**src/rtl/vend_pkg.sv**
```systemverilog
// Shared codes and encodings for the vending FSM and its output-side dispenser.
package vend_pkg;

  typedef enum logic [1:0] {
    CR_NONE = 2'b00,
    CR_ONE  = 2'b01,
    CR_TWO  = 2'b10,
    CR_RSVD = 2'b11
  } cash_ret_e;

  typedef enum logic [1:0] {
    TK_0  = 2'b00,
    TK_10 = 2'b01,
    TK_20 = 2'b10
  } cash_in_e;

  typedef enum logic [2:0] {
    ST_IDLE,
    ST_VEND,
    ST_EJECT_WAIT,
    ST_EJECT_PULSE,
    ST_EJECT_GAP,
    ST_FAULT
  } disp_state_e;

  // Change code to number of 10-Tk coins; the reserved code pays nothing.
  function automatic logic [1:0] coins_of(input logic [1:0] cr);
    case (cr)
      CR_ONE:  coins_of = 2'd1;
      CR_TWO:  coins_of = 2'd2;
      default: coins_of = 2'd0;
    endcase
  endfunction

endpackage

```
**src/rtl/vend_req_fifo.sv**
```systemverilog
// Two-entry request FIFO of coin counts; a push into a full FIFO is accepted only
// when a pop happens on the same edge.
module vend_req_fifo
  import vend_pkg::*;
(
  input  logic       clk,
  input  logic       reset,
  input  logic       push_i,
  input  logic       pop_i,
  input  logic [1:0] wdata_i,
  output logic [1:0] rdata_o,
  output logic       full_o,
  output logic       empty_o
);

  logic [1:0][1:0] mem_q;
  logic            wptr_q, rptr_q;
  logic [1:0]      cnt_q;
  logic            do_push, do_pop;

  assign full_o  = (cnt_q == 2'd2);
  assign empty_o = (cnt_q == 2'd0);
  assign do_pop  = pop_i && !empty_o;
  assign do_push = push_i && (!full_o || do_pop);
  assign rdata_o = mem_q[rptr_q];

  always_ff @(posedge clk or posedge reset) begin
    if (reset) begin
      mem_q  <= '0;
      wptr_q <= 1'b0;
      rptr_q <= 1'b0;
      cnt_q  <= 2'd0;
    end else begin
      if (do_push) begin
        mem_q[wptr_q] <= wdata_i;
        wptr_q        <= ~wptr_q;
      end
      if (do_pop) rptr_q <= ~rptr_q;
      cnt_q <= cnt_q + {1'b0, do_push} - {1'b0, do_pop};
    end
  end

endmodule

```
**src/rtl/vend_dispenser.sv**
```systemverilog
// Output-side dispenser: queues purchase results, times the product motor against
// the drop sensor and pulses the change hopper once per coin.
module vend_dispenser
  import vend_pkg::*;
#(
  parameter int MOTOR_TIMEOUT = 1000,
  parameter int COIN_PULSE    = 4
) (
  input  logic       clk,
  input  logic       reset,
  input  logic       purchase,
  input  logic [1:0] cash_return,
  input  logic       vend_sensor,
  input  logic       hopper_ready,
  output logic       motor_on,
  output logic       coin_eject,
  output logic       busy,
  output logic       fault,
  output logic       overflow,
  output logic [7:0] vend_count
);

  localparam int TMAX = (MOTOR_TIMEOUT > COIN_PULSE) ? MOTOR_TIMEOUT : COIN_PULSE;
  localparam int TW   = (TMAX > 1) ? $clog2(TMAX) : 1;
  localparam logic [TW-1:0] T_MOTOR_LAST = TW'(MOTOR_TIMEOUT - 1);
  localparam logic [TW-1:0] T_COIN_LAST  = TW'(COIN_PULSE - 1);

  disp_state_e state_q, state_d;
  logic [TW-1:0] timer_q, timer_d;
  logic [1:0]    coins_q, coins_d;
  logic          motor_q, motor_d;
  logic          coin_q, coin_d;
  logic          fault_q, fault_d;
  logic          ovf_q, ovf_d;
  logic [7:0]    vcnt_q, vcnt_d;

  logic       push, pop, full, empty;
  logic [1:0] head;

  // Requests are frozen out once the motor has faulted.
  assign push = purchase && (state_q != ST_FAULT);
  assign pop  = (state_q == ST_IDLE) && !empty;

  vend_req_fifo u_fifo (
    .clk    (clk),
    .reset  (reset),
    .push_i (push),
    .pop_i  (pop),
    .wdata_i(coins_of(cash_return)),
    .rdata_o(head),
    .full_o (full),
    .empty_o(empty)
  );

  always_comb begin
    state_d = state_q;
    timer_d = timer_q;
    coins_d = coins_q;
    motor_d = motor_q;
    coin_d  = coin_q;
    fault_d = fault_q;
    ovf_d   = ovf_q | (push && full && !pop);
    vcnt_d  = vcnt_q;
    case (state_q)
      ST_IDLE: begin
        if (!empty) begin
          coins_d = head;
          timer_d = '0;
          motor_d = 1'b1;
          state_d = ST_VEND;
        end
      end
      ST_VEND: begin
        if (vend_sensor) begin
          motor_d = 1'b0;
          vcnt_d  = vcnt_q + 8'd1;
          state_d = (coins_q != 2'd0) ? ST_EJECT_WAIT : ST_IDLE;
        end else if (timer_q == T_MOTOR_LAST) begin
          motor_d = 1'b0;
          fault_d = 1'b1;
          state_d = ST_FAULT;
        end else begin
          timer_d = timer_q + TW'(1);
        end
      end
      ST_EJECT_WAIT: begin
        if (hopper_ready) begin
          coin_d  = 1'b1;
          timer_d = '0;
          state_d = ST_EJECT_PULSE;
        end
      end
      ST_EJECT_PULSE: begin
        if (timer_q == T_COIN_LAST) begin
          coin_d  = 1'b0;
          coins_d = coins_q - 2'd1;
          timer_d = '0;
          state_d = (coins_q == 2'd1) ? ST_IDLE : ST_EJECT_GAP;
        end else begin
          timer_d = timer_q + TW'(1);
        end
      end
      // The WAIT cycle after the gap adds one more low cycle before the next pulse.
      ST_EJECT_GAP: begin
        if (timer_q == T_COIN_LAST) state_d = ST_EJECT_WAIT;
        else                        timer_d = timer_q + TW'(1);
      end
      ST_FAULT: begin
        motor_d = 1'b0;
        coin_d  = 1'b0;
      end
      default: state_d = ST_IDLE;
    endcase
  end

  always_ff @(posedge clk or posedge reset) begin
    if (reset) begin
      state_q <= ST_IDLE;
      timer_q <= '0;
      coins_q <= 2'd0;
      motor_q <= 1'b0;
      coin_q  <= 1'b0;
      fault_q <= 1'b0;
      ovf_q   <= 1'b0;
      vcnt_q  <= 8'd0;
    end else begin
      state_q <= state_d;
      timer_q <= timer_d;
      coins_q <= coins_d;
      motor_q <= motor_d;
      coin_q  <= coin_d;
      fault_q <= fault_d;
      ovf_q   <= ovf_d;
      vcnt_q  <= vcnt_d;
    end
  end

  assign motor_on   = motor_q;
  assign coin_eject = coin_q;
  assign busy       = (state_q != ST_IDLE) || !empty;
  assign fault      = fault_q;
  assign overflow   = ovf_q;
  assign vend_count = vcnt_q;

endmodule

```
**config.mk**
```make
export PLATFORM = sky130hd
export DESIGN_NAME = vend_dispenser
export DESIGN_NICKNAME = d
export VERILOG_FILES = /design/src/rtl/vend_pkg.sv /design/src/rtl/vend_req_fifo.sv /design/src/rtl/vend_dispenser.sv
export SDC_FILE = /design/constraint.sdc
export NUM_CORES = 1
export LEC_CHECK = 0
export ABC_CLOCK_PERIOD_IN_PS = 4940
export BUFFER_PORTS_ARGS = -buffer_cell sky130_fd_sc_hd__buf_4
export CORE_UTILIZATION = 40
export DETAILED_ROUTE_END_ITERATION = 10
export PLACE_DENSITY = 0.59
export SETUP_SLACK_MARGIN = 0.05
export SLEW_MARGIN = 5
export SYNTH_ARGS = -nofsm -noshare
export SYNTH_HDL_FRONTEND = slang
export SYNTH_HIERARCHICAL = 1
export SYNTH_SLANG_ARGS = --single-unit
```
**constraint.sdc**
```tcl
create_clock -name clk -period 4.94 [get_ports clk]
set_input_delay 0.741 -clock clk [delete_from_list [all_inputs] [get_ports clk]]
set_output_delay 0.741 -clock clk [all_outputs]
set_load 0.01 [all_outputs]
```
* Word level (Yosys, flattened, before mapping) *
Cells that the tools add are included.

word-level totals
  logic and storage cells = 105
  bits of input ports = 7
  output and inout bits = 13
  register bits = 35

cells by class
  multiplexer cells = 32
  eq/ne operators = 20
  bitwise operators = 5
  add/subtract/negate cells = 5
  $lt $le $gt $ge = 3
  reductions and logical operators = 27

operator list
  operator               count
  $mux 10                6
  $pmux 10 s5            1
  $mux 3                 7
  $pmux 3 s6             1
  $ne 2x2->1 const B     7
  $mux 2                 6
  $reduce_and 3->1       4
  $reduce_and 6->1       2
  $add 10x1->10 const B  1
  $eq 10x10->1 const B   1
  $eq 10x2->1 const B    1
  $reduce_bool 3->1      3
  $add 8x1->8 const B    1
  $pmux 2 s2             2
  $logic_and 1x1->1      7
  $eq 3x2->1 const B     2
  $eq 3x3->1 const B     2
  $ne 3x3->1 const B     2
  $pmux 1 s3             2
  $mux 1                 5
  $reduce_bool 5->1      1
  $bwmux 4               1
  $eq 2x1->1 const B     2
  $eq 2x2->1 const B     2
  other kinds (15)       23

* Longest topological paths before layout *
  depth after elaboration = 8
  depth in mapped cells = 9
  depth with buffers taken out = 8

* By module *
Netlist, hierarchy kept.

modules (own cells, without submodules)
  module          seq. area each (um^2)  area an instance (um^2)  times used  cells each
  vend_dispenser  675.6                  1636.6                   1           164
  vend_req_fifo   200.2                  419.2                    1           36

* Worst setup path before layout *
OpenSTA, ideal clock, no wires.

  path kind = register to register
  start point = register state_q[1]
  end point = register u_fifo/mem_q[0] (netlist name)
  library setup time = 128 ps
  period minus slack after synthesis = 2132 ps
  stages on the path, launching flop included = 8
  buffers on the path = 2
  slack = 2808 ps
  required time = 4812 ps
  data arrival time = 2004 ps
  cells stage by stage = dfrtp_1 > clkbuf_8 > clkbuf_1 > nor2_1 > a21boi_0 > inv_1 > nor3_2 > mux2_1

between the ends
  elaborated cells on any way between the ends = 7
  those cells by class = eq/ne (1); reduce/logical (6)

RTL lines
  what                           line                   source
  start, declared                vend_dispenser.sv:28   disp_state_e state_q, state_d;
  start signal, assigned         vend_dispenser.sv:127  state_q <= state_d;
  $ne 3x3->1                     vend_dispenser.sv:41   assign push = purchase && (state_q != ST_FAULT);
  $logic_and 1x1->1              vend_dispenser.sv:41
  named net push                 vend_dispenser.sv:37   logic push, pop, full, empty;
  $logic_and 1x1->1              vend_req_fifo.sv:24    assign do_push = push_i && (!full_o || do_pop);
  end signal, assigned by index  vend_req_fifo.sv:35    mem_q[wptr_q] <= wdata_i;
  end, declared                  vend_req_fifo.sv:16    logic [1:0][1:0] mem_q;

The timed path passes the listed nets, and every way through them passes these cells.
A chain may end at the register's enable or synchronous reset.

* Final worst setup path *
Same ends and word-level chain as after synthesis.

==> results by group <==
Run status
  – Status: finished, final reports clean

Cells and area
  – N_diodes: 0
  – Most frequent cells in the layout: 35 x dfrtp_1, 23 x nor2_1, 19 x buf_4, 11 x nand2_1, 11 x a21oi_1
  – Most common cell after layout, fill and taps aside: dfrtp_1
  – Area Growth Syn to Fin: 13.88%
  – Share of cells above drive strength 1: 23.08%
  – Filler cells: 471
  – Post-route insts no fill: 288
  – Design area: 0.002341 mm^2
  – NumNets Final: 233

Die
  – Core area: 0.004848 mm^2
  – Rows: 25
  – Initial core utilization: 42.40%
  – # IOs: 20
  – Die area: 0.005430 mm^2
  – Die width: 73.69 um
  – Die H: 73.69 um

Job
  – Maxcap violations: 0

Clock tree
  – Setup Fix Bufs, Post-CTS: 0
  – # hold bufs at CTS: 0
  – Clk sinks: 35
  – Root Buffer: clkbuf_8
  – Post_cts resized: 0
  – TritonCTS clock tree: done
  – Clk_lat worst skew: 0.28 ns
  – Htree depth: 2
  – CTS Buf Count: 5
  – Clock transition at path regs: 0.07 ns
  – Clock Path Buffers: 2

Timing
  – Setup Skew: 0.004126 ns
  – RSZ-0062 raised after global routing: no
  – Slew @ Worst Pin: 1.038 ns
  – Period utilisation layout: 48.16%
  – Fmax achieved: 0.4203 GHz
  – Setup_tns: 0 ns
  – Rel. slew slack: 30.76%
  – Final Setup Violations: 0
  – Fin. Hold Viols: 0
  – Fin worst setup slack: 2.561 ns
  – Slew Limit Fails: 0
  – Min Tclk post-route: 2.379 ns

Synth
  – Post-synth EDFFs: 0
  – Yosys top cell area share: 42.60%
  – Yosys top cell by area: dfrtp_1
  – Synthesized area per cell: 10.28 um^2
  – Sequential share of the synthesized area: 42.60%
  – Syn_nets: 213
  – Top FF cell, synth: dfrtp_1
  – YS warnings: 6
  – Synth area leaders: dfrtp_1 43%, nor2_1 4.2%, ha_1 3.7%
  – Syn Inst Count: 200
  – Post-Syn Area: 0.002056 mm^2
  – Synth unique cells: 60
  – Seq cells post-synth: 35
  – Synth async-reset ratio: 100.0%

Global route
  – Initial antenna violation count: 0
  – M1 GR Usage: 24.05%
  – GRT Residual Overflow: 0
  – Most used routing layer: met1
  – GRT Overall Usage: 16.43%
  – Number of global-route vias before repair: 1,387
  – M2 GR Usage: 23.65%
  – First-pass GRT wire length: 6.727 mm
  – M3 GR Usage: 5.350%
  – Pin count of the biggest net entering global routing: 28

Worst setup path
  – Largest stage delay, worst path: 0.71 ns
  – Critical path buffer and inverter count: 1
  – Crit path cell chain: nor2_1, a21boi_0, inv_1, nor3_2, mux2_1
  – CP max FO: 20
  – Critical path's slowest cell: dfrtp_1
  – Critical Path RT: 5.11 ns
  – CP Capture Type: register
  – Crit Reg-Reg Endpoint: u_fifo/mem_q[0]
  – Critical path launch point type: register
  – Reg2Reg Depth: 5
  – Critical R2R Launch: state_q[1]
  – Worst setup path class: reg -> reg
  – Worst Path Arrival: 2.55 ns
  – Largest delay contributor family on the critical path: flip-flops
  – R2r setup slk: 2.56 ns

Power and ir drop
  – Power per cell area: 552.3 mW/mm^2
  – VDD IR max: 0.0002601 V
  – Leakage power: 1.003 nW

Placement
  – Placed cell areas: 0.002223 mm^2
  – Placed cell count: 280
  – Port buffer count: 19
  – Pre-CTS WS: 2.542 ns
  – Post-DP HPWL: 2.814 mm
  – Routability cong.: 0.7794

Min path
  – Hold crit path type: in -> async

Drt
  – Vias per inst: 5.181
  – DR WL/cell: 13.52 um
  – Drt pass-1 iters: 4
  – Antenna viol nets, final: 0
  – WL final: 3.893 mm
  – Via count: 1,492
  – Initial DRC Count: 79
  – Post-route DRC: 0
-- worst max-delay path by stage --
stage                      startpoint         endpoint  slack (ns)  depth (start not counted)
after CTS                  timer_q[0]       timer_q[2]        2.57                          6
final                      state_q[1]  u_fifo/mem_q[0]        2.56                          5
after global placement    vend_sensor       state_q[2]        2.56                          6
after floorplan            state_q[1]  u_fifo/mem_q[0]        2.81                          7
after global routing       state_q[1]  u_fifo/mem_q[1]        2.35                          5
after detailed placement  vend_sensor       state_q[2]        2.54                          6
-- final cells by class --
cell class / count / area [um^2] / share of cell area (%)
Sequential cell: 35 / 875.8 / 37.41
Multi-Input combinational cell: 149 / 1084 / 46.29
Clock inverter: 2 / 35.03 / 1.497
Timing Repair Buffer: 19 / 142.6 / 6.093
Inverter: 10 / 37.54 / 1.603
Clock buffer: 6 / 82.58 / 3.528
Tap cell: 67 / 83.83 / 3.581
-- state kept, by name, indices dropped and copies added (netlist names) --
| name | cells |
|---|---|
| timer_q | 10 |
| u_fifo/cnt_q | 2 |
| u_fifo/rptr_q | 1 |
| motor_on | 1 |
| state_q | 3 |
| u_fifo/mem_q | 4 |
| u_fifo/wptr_q | 1 |
| fault | 1 |
| vend_count | 8 |
| coins_q | 2 |
| overflow | 1 |
| coin_eject | 1 |
-- power by group --
part | internal [mW] | switching (mW) | total [mW] | leakage, nW
sequential | 0.376 | 0.124 | 0.500 | 0.439
combinational | 0.254 | 0.277 | 0.531 | 0.503
clock | 0.163 | 0.0991 | 0.262 | 0.0612
total | 0.793 | 0.500 | 1.29 | 1.00
-- cell families after synthesis --
family	after synthesis	share of synthesized area (%)
buf+inv	16	4.686
flops	35	42.60
mux	7	3.834
fa+ha+maj	6	3.652
simple gates	79	23.92
compound gates	42	14.91
xor+xnor	15	6.391
-- synth_stat cells, types with 3 or more instances --
| master | number |
|---|---|
| inv_1 | 10 |
| o21ai_0 | 5 |
| nand2b_1 | 3 |
| nor2_1 | 23 |
| dfrtp_1 | 35 |
| nor4b_1 | 3 |
| a21oi_1 | 11 |
| nor3_1 | 4 |
| nand4_1 | 6 |
| mux2_1 | 4 |
| ha_1 | 6 |
| nand2_1 | 11 |
| nor2b_1 | 4 |
| xnor2_1 | 8 |
| or4_1 | 3 |
| nand3_1 | 5 |
| xor2_1 | 7 |
| mux2_2 | 3 |
-- per-stage QoR --
stage	utilization, %	total power [mW]	hold WS (ns)
floorplan	-	0.9197	0.4522
global placement	45.86	1.040	0.4633
detailed placement	45.86	1.038	0.4595
CTS	48.28	1.309	0.4177
global route	48.28	1.411	0.4220
finish	48.28	1.293	0.4152
-- routing by layer --
metal	vias to the layer above	routed length, um
met2	17	1710
met5	-	0
met3	5	114
met1	700	2041
li1	770	-
met4	0	27
Power figures use the tool's default switching activity.
